**src/rtl/rdy_vld_arb_pkg.sv**
```systemverilog
// rtl/rdy_vld_arb_pkg.sv - shared types, constants and helpers for the ready/valid FIFO arbiter
package rdy_vld_arb_pkg;

    typedef enum logic [0:0] {
        ARB_RR    = 1'b0,
        ARB_FIXED = 1'b1
    } arb_mode_e;

    localparam int CNT_W = 32;

    // Channel index width; never narrower than one bit
    function automatic int CH_W(input int n_ch);
        return (n_ch > 1) ? $clog2(n_ch) : 1;
    endfunction

endpackage

```
**src/rtl/rdy_vld_fifo_arb_if.sv**
```systemverilog
// rtl/rdy_vld_fifo_arb_if.sv - per-channel inputs and single tagged output of the FIFO arbiter
interface rdy_vld_fifo_arb_if
    import rdy_vld_arb_pkg::*;
#(
    parameter int N_CH   = 4,
    parameter int DATA_W = 32
) ();

    logic [N_CH-1:0]        in_vld;
    logic [N_CH-1:0]        in_rdy;
    logic [N_CH*DATA_W-1:0] in_data;
    logic                   out_vld;
    logic                   out_rdy;
    logic [DATA_W-1:0]      out_data;
    logic [CH_W(N_CH)-1:0]  out_ch;

    modport master (
        output in_vld, in_data, out_rdy,
        input  in_rdy, out_vld, out_data, out_ch
    );

    modport slave (
        input  in_vld, in_data, out_rdy,
        output in_rdy, out_vld, out_data, out_ch
    );

endinterface

```
**src/rtl/rdy_vld_chan_fifo.sv**
```systemverilog
// rtl/rdy_vld_chan_fifo.sv - single-channel synchronous FIFO, power-of-two depth
module rdy_vld_chan_fifo #(
    parameter int DATA_W = 32,
    parameter int DEPTH  = 4
) (
    input  logic                   clk,
    input  logic                   rst_n,
    input  logic                   push,
    input  logic                   pop,
    input  logic [DATA_W-1:0]      push_data,
    output logic [DATA_W-1:0]      head,
    output logic [$clog2(DEPTH):0] count,
    output logic                   full,
    output logic                   empty
);

    localparam int AW = $clog2(DEPTH);

    logic [DATA_W-1:0] mem [DEPTH];
    logic [AW-1:0]     wr_ptr;
    logic [AW-1:0]     rd_ptr;
    logic              do_push;
    logic              do_pop;

    // Fullness comes from the start-of-cycle count, so a full FIFO refuses a push even while popping
    assign full    = (count == (AW+1)'(DEPTH));
    assign empty   = (count == '0);
    assign do_push = push && !full;
    assign do_pop  = pop && !empty;
    assign head    = mem[rd_ptr];

    // Pointers wrap naturally at DEPTH; simultaneous push and pop leaves count unchanged
    always_ff @(posedge clk) begin
        if (!rst_n) begin
            wr_ptr <= '0;
            rd_ptr <= '0;
            count  <= '0;
        end else begin
            if (do_push) wr_ptr <= wr_ptr + AW'(1);
            if (do_pop)  rd_ptr <= rd_ptr + AW'(1);
            case ({do_push, do_pop})
                2'b10:   count <= count + (AW+1)'(1);
                2'b01:   count <= count - (AW+1)'(1);
                default: count <= count;
            endcase
        end
    end

    // Storage needs no reset: a slot is only read after it has been written
    always_ff @(posedge clk) begin
        if (do_push) mem[wr_ptr] <= push_data;
    end

endmodule

```
**src/rtl/rdy_vld_fifo_arb.sv**
```systemverilog
// rtl/rdy_vld_fifo_arb.sv - N-channel FIFO aggregator with RR/fixed arbitration; RDY_VLD_ARB_CNT_EN adds grant_cnt
module rdy_vld_fifo_arb
    import rdy_vld_arb_pkg::*;
#(
    parameter int N_CH     = 4,
    parameter int DATA_W   = 32,
    parameter int DEPTH    = 4,
    parameter int ARB_MODE = 0
) (
    input  logic                  clk,
    input  logic                  rst_n,
    rdy_vld_fifo_arb_if.slave     bus
`ifdef RDY_VLD_ARB_CNT_EN
    ,
    output logic [N_CH*CNT_W-1:0] grant_cnt
`endif
);

    localparam int        CW   = CH_W(N_CH);
    localparam int        CNTW = $clog2(DEPTH) + 1;
    localparam arb_mode_e MODE = (ARB_MODE == 1) ? ARB_FIXED : ARB_RR;

    logic [N_CH-1:0]   push;
    logic [N_CH-1:0]   pop;
    logic [N_CH-1:0]   req;
    logic [N_CH-1:0]   full;
    logic [N_CH-1:0]   empty;
    logic [DATA_W-1:0] head  [N_CH];
    logic [CNTW-1:0]   count [N_CH];
    logic [CW-1:0]     last_grant;
    logic [CW-1:0]     gnt_ch;
    logic [CW-1:0]     cand;
    logic              gnt_vld;
    logic              stage_free;

    assign stage_free = !bus.out_vld || bus.out_rdy;

    for (genvar i = 0; i < N_CH; i++) begin : g_ch
        rdy_vld_chan_fifo #(
            .DATA_W (DATA_W),
            .DEPTH  (DEPTH)
        ) u_fifo (
            .clk       (clk),
            .rst_n     (rst_n),
            .push      (push[i]),
            .pop       (pop[i]),
            .push_data (bus.in_data[i*DATA_W +: DATA_W]),
            .head      (head[i]),
            .count     (count[i]),
            .full      (full[i]),
            .empty     (empty[i])
        );
    end

    // Per-channel push, request and ready; ready never looks at in_vld or out_rdy
    always_comb begin
        for (int i = 0; i < N_CH; i++) begin
            push[i]       = bus.in_vld[i] && !full[i];
            req[i]        = !empty[i];
            bus.in_rdy[i] = rst_n && (count[i] != CNTW'(DEPTH));
        end
    end

    // Arbiter: pick one non-empty channel whenever the output stage can take a word
    always_comb begin
        gnt_vld = 1'b0;
        gnt_ch  = '0;
        cand    = '0;
        if (stage_free) begin
            if (MODE == ARB_FIXED) begin
                for (int k = N_CH - 1; k >= 0; k--) begin
                    if (req[k]) begin
                        gnt_vld = 1'b1;
                        gnt_ch  = CW'(k);
                    end
                end
            end else begin
                // Walk backwards so the channel closest after last_grant wins
                for (int k = N_CH; k >= 1; k--) begin
                    cand = CW'((int'(last_grant) + k) % N_CH);
                    if (req[cand]) begin
                        gnt_vld = 1'b1;
                        gnt_ch  = cand;
                    end
                end
            end
        end
    end

    // Pop only the granted FIFO
    always_comb begin
        for (int i = 0; i < N_CH; i++) begin
            pop[i] = gnt_vld && (gnt_ch == CW'(i));
        end
    end

    // Output stage: load on grant, clear when free and idle, hold while stalled
    always_ff @(posedge clk) begin
        if (!rst_n) begin
            bus.out_vld  <= 1'b0;
            bus.out_data <= '0;
            bus.out_ch   <= '0;
            last_grant   <= CW'(N_CH - 1);
        end else if (stage_free) begin
            bus.out_vld <= gnt_vld;
            if (gnt_vld) begin
                bus.out_data <= head[gnt_ch];
                bus.out_ch   <= gnt_ch;
                last_grant   <= gnt_ch;
            end
        end
    end

`ifdef RDY_VLD_ARB_CNT_EN
    // Completed output handshakes per source channel, wrapping at 2^32
    always_ff @(posedge clk) begin
        if (!rst_n) begin
            grant_cnt <= '0;
        end else if (bus.out_vld && bus.out_rdy) begin
            grant_cnt[bus.out_ch*CNT_W +: CNT_W] <= grant_cnt[bus.out_ch*CNT_W +: CNT_W] + CNT_W'(1);
        end
    end
`endif

endmodule

```
**src/flat_wrapper.sv**
```systemverilog
// flat-port wrapper written by rule: the top's interface ports become plain ports
module rdy_vld_fifo_arb_flat import rdy_vld_arb_pkg::*;
#(
    parameter int N_CH     = 4,
    parameter int DATA_W   = 32,
    parameter int DEPTH    = 4,
    parameter int ARB_MODE = 0
)
  (clk, rst_n, bus_in_vld, bus_in_data, bus_out_rdy, bus_in_rdy, bus_out_vld, bus_out_data, bus_out_ch);
  rdy_vld_fifo_arb_if #(.N_CH(N_CH), .DATA_W(DATA_W)) bus_i ();
  input  logic clk;
  input  logic rst_n;
  input wire logic [$bits(bus_i.in_vld)-1:0] bus_in_vld;
  input wire logic [$bits(bus_i.in_data)-1:0] bus_in_data;
  input wire logic [$bits(bus_i.out_rdy)-1:0] bus_out_rdy;
  output wire logic [$bits(bus_i.in_rdy)-1:0] bus_in_rdy;
  output wire logic [$bits(bus_i.out_vld)-1:0] bus_out_vld;
  output wire logic [$bits(bus_i.out_data)-1:0] bus_out_data;
  output wire logic [$bits(bus_i.out_ch)-1:0] bus_out_ch;
  assign bus_i.in_vld = bus_in_vld;
  assign bus_i.in_data = bus_in_data;
  assign bus_i.out_rdy = bus_out_rdy;
  assign bus_in_rdy = bus_i.in_rdy;
  assign bus_out_vld = bus_i.out_vld;
  assign bus_out_data = bus_i.out_data;
  assign bus_out_ch = bus_i.out_ch;
  rdy_vld_fifo_arb #(.N_CH(N_CH), .DATA_W(DATA_W), .DEPTH(DEPTH), .ARB_MODE(ARB_MODE)) u_core (.clk(clk), .rst_n(rst_n), .bus(bus_i));
endmodule
```
**config.mk**
```make
export PLATFORM = sky130hd
export DESIGN_NAME = rdy_vld_fifo_arb_flat
export DESIGN_NICKNAME = d
export VERILOG_FILES = /design/src/rtl/rdy_vld_arb_pkg.sv /design/src/rtl/rdy_vld_fifo_arb_if.sv /design/src/rtl/rdy_vld_chan_fifo.sv /design/src/rtl/rdy_vld_fifo_arb.sv /design/src/flat_wrapper.sv
export SDC_FILE = /design/constraint.sdc
export NUM_CORES = 1
export LEC_CHECK = 0
export ABC_CLOCK_PERIOD_IN_PS = 2700
export BUFFER_PORTS_ARGS = -buffer_cell sky130_fd_sc_hd__buf_2
export CAP_MARGIN = 0
export CELL_PAD_IN_SITES_DETAIL_PLACEMENT = 2
export CELL_PAD_IN_SITES_GLOBAL_PLACEMENT = 2
export CORE_MARGIN = 2
export CORE_UTILIZATION = 38
export CTS_CLUSTER_DIAMETER = 150
export DETAILED_ROUTE_END_ITERATION = 8
export PLACE_DENSITY = 0.82
export SYNTH_ARGS = -nofsm -noshare
export SYNTH_HDL_FRONTEND = slang
export SYNTH_SLANG_ARGS = --single-unit
export TNS_END_PERCENT = 20
```
**constraint.sdc**
```tcl
create_clock -name clk -period 2.7 [get_ports clk]
set_input_delay 0 -clock clk [delete_from_list [all_inputs] [get_ports clk]]
set_output_delay 0 -clock clk [all_outputs]
set_load 0.01 [all_outputs]
```
==> results.cfg <==
[power]
vdd_drop_max_v = 0.000655
p_per_area_nw_per_um2 = 1100
total_power_w = 0.0311
p_leak_nw = 9.63

[sta]
tightest_slew_ns = 0.580
period_needed_ns = 2.86
whs_ns = 0.0916
final.setup.worst_slack_ns = -0.156
max_slew_margin_pct = 60.9
rsz0062_at_grt = yes
finalCritPeriodShare_pct = 106
fmax_mhz = 350
setup_viol = 4
clock_skew_ns = 0.0256
hold_violations = 0
slew_violations = 0

[synthesis]
ys_ff_latch = 585
synth_simple_gate_area_share_pct = 5.11
yosys.area.top_type = edfxtp_1
syn_inst = 1193
netlist_top_cells_count = edfxtp_1, mux4_2, dfxtp_1, nor2_1, nand2_1
syn-cell-area_um2 = 22500
synth_top_family_by_area = multiplexers
synth_mux_area_share_pct = 13.0
synthTopCellsByArea = edfxtp_1, mux4_2, dfxtp_1, a32o_1, nor2_1
yosysMostFrequentCell = edfxtp_1
synth_enable_flop_cells = 512
netlist.area_leader.share_pct = 68.2
synth_adder_area_share_pct = 1.47
ys_async_sr_fraction_pct = 0
ys_types = 43
synthesis.nets = 1352
syn_avg_cell_area_um2 = 18.9
synthXorXnorAreaFrac_pct = 0.738
synth_compound_area_share_pct = 3.10
synth-seq-area-share_pct = 74.7
ys.flop_type = edfxtp_1
yosysWarnings = 0

[clocking]
numCtsBuffers = 61
clock-sinks = 585
cts_root_buffer = clkbuf_16
cts_tree = built
clk_pin_slew_worst_paths_ns = 0.07
clk_latency_ns = 0.65
cts.htree.levels = 2
clockBufferDepth = 3

[detailed_routing]
wl_per_cell_um = 29.9
vias_per_cell = 5.43
wirelength_mm = 71.9
postRouteAntennaNets = 0
drc_errors = 0
drt_pass1_iterations = 5
first_iter_violations = 1164
vias = 13000

[worst_setup_path]
cp_slowest_cell = or3_4
end_kind = register
cp.required_ns = 3.25
cpPeakStageDelay_ns = 0.41
cp_top_family = simple AND/OR/NAND/NOR gates
cp.arrival_ns = 3.41
critPathBufInv = 1
worstPathCellList = or3_4 -> o221a_4 -> o21ai_4 -> and3_4 -> ha_4 -> inv_4 -> fa_2 -> xor2_2 -> or3_1 -> a21oi_2
path_class = reg2reg
critPathLaunchType = register
critical_path.max_fanout = 4

[place]
dp_hpwl_mm = 45.9
place.gp.congestion = 0.754
preCtsSetupSlack_ns = -0.195
port_buffers = 173
placed_cell_area_um2 = 24700

[global_route]
grt_max_degree = 66
grt_pass1_vias = 14800
grt_pass1_wl_mm = 104
antenna_found_initial = 6
grtUsageTotal_pct = 23.8
grt.overflow.total = 0

[die]
io_pins = 174
die_w_um = 248
die_h_um = 248
num_rows = 89
dieArea_um2 = 61300
core_um2 = 58800
start_util_pct = 38.3

[outcome]
violations = negative setup slack
status = finished with violations

[layout]
drive_gt1_share_pct = 31.2
finalCoreUtilization_pct = 48.2
finalInstanceArea_um2 = 28300
syn_to_final_growth_pct = 25.6
multi_input_area_um2 = 5420
nFillCells = 5357
seq_area_um2 = 16800
final_nets = 1730

[flow_run]
max_cap_viol_count = 0

[worst_hold_path]
min_path_type = in2reg
[path summary, 6_finish.rpt]
check	start	end	slack [ns]	cells after the start
max	u_core.g_ch[2].u_fifo.count[2]	u_core.g_ch[1].u_fifo.count[2]	-0.16	10
min reg2reg	u_core.bus.out_ch[0]	u_core.bus.out_ch[0]	0.50	2
min	bus_in_vld[2]	u_core.g_ch[2].u_fifo.wr_ptr[0]	0.09	5
max reg2reg	u_core.g_ch[2].u_fifo.count[2]	u_core.g_ch[1].u_fifo.count[2]	-0.16	10
[per-layer routing]
layer	track usage (%)	part of all wire, %
met4	10.3	4.4
met2	41.4	51
met5	0	0.056
met1	29.0	38
met3	4.49	5.9
[registers in the layout (all words and copies together), names as in the netlist, named ones only]
register / flops
u_core.bus.out_ch: 2
u_core.last_grant: 2
u_core.g_ch.u_fifo.mem: 512
u_core.g_ch.u_fifo.count: 12
u_core.bus.out_vld: 1
u_core.g_ch.u_fifo.rd_ptr: 8
u_core.g_ch.u_fifo.wr_ptr: 8
u_core.bus.out_data: 32
[cell usage in the layout, fill, tap and decap left out, drive strengths merged, types with 4 or more instances in the layout]
| cell type | n |
|---|---|
| edfxtp | 512 |
| buf | 246 |
| dlygate4sd3 | 132 |
| mux4 | 128 |
| dfxtp | 73 |
| clkbuf | 73 |
| nor2 | 69 |
| nand2 | 68 |
| o21ai | 38 |
| nor3 | 37 |
| nand3 | 35 |
| a32o | 32 |
| inv | 29 |
| clkinv | 28 |
| ha | 20 |
| and2 | 18 |
| a21oi | 17 |
| xor2 | 12 |
| bufinv | 10 |
| or3 | 10 |
| xnor2 | 7 |
| a21boi | 4 |
| mux2i | 4 |
| fa | 4 |
[tightest hold or removal path, stage by stage]
cell and delay (ns):
buf_2 0.11, a21boi_1 0.18, buf_4 0.19, xnor2_1 0.16
nor2_1 0.05
[final cells by class]
cell class	instances	share of cell area, %
sequential	585	59.5
multi-input combinational	517	19.1
timing repair buffer	378	10.3
clock buffer	73	5.63
tap	773	3.42
clock inverter	42	1.66
inverter	28	0.380
antenna	3	0.0265
[what timing repair did]
action | in CTS | in global routing
setup endpoints to repair | 8 | 12
resized for setup | 25 | 12
buffers inserted | 7 | 4
endpoints found under the hold margin | 528 | 0
pin swaps | 14 | 8
hold buffers | 132 | 0
[cells by family (layout without fill, tap and decap cells)]
| logic type | Yosys count | count (layout) |
|---|---|---|
| compound gates | 98 | 98 |
| xor+xnor | 19 | 19 |
| fa+ha+maj | 24 | 24 |
| buf+inv | 91 | 521 |
| flops | 585 | 585 |
| mux | 132 | 132 |
| other cells | 0 | 3 |
| simple gates | 244 | 244 |
[metrics by stage]
stage,TNS [ns],std cells
floorplan,0,1193
global placement,0,2138
detailed placement,-0.574,2138
CTS,-0.111,2392
global route,-0.818,2398
finish,-0.431,2399
[report_power, final]
| part | internal (W) | switching, W |
|---|---|---|
| registers | 0.0112 | 0.000711 |
| logic | 0.00386 | 0.00653 |
| clock network | 0.00515 | 0.00366 |
No activity file was read; power rests on OpenSTA's default activity.
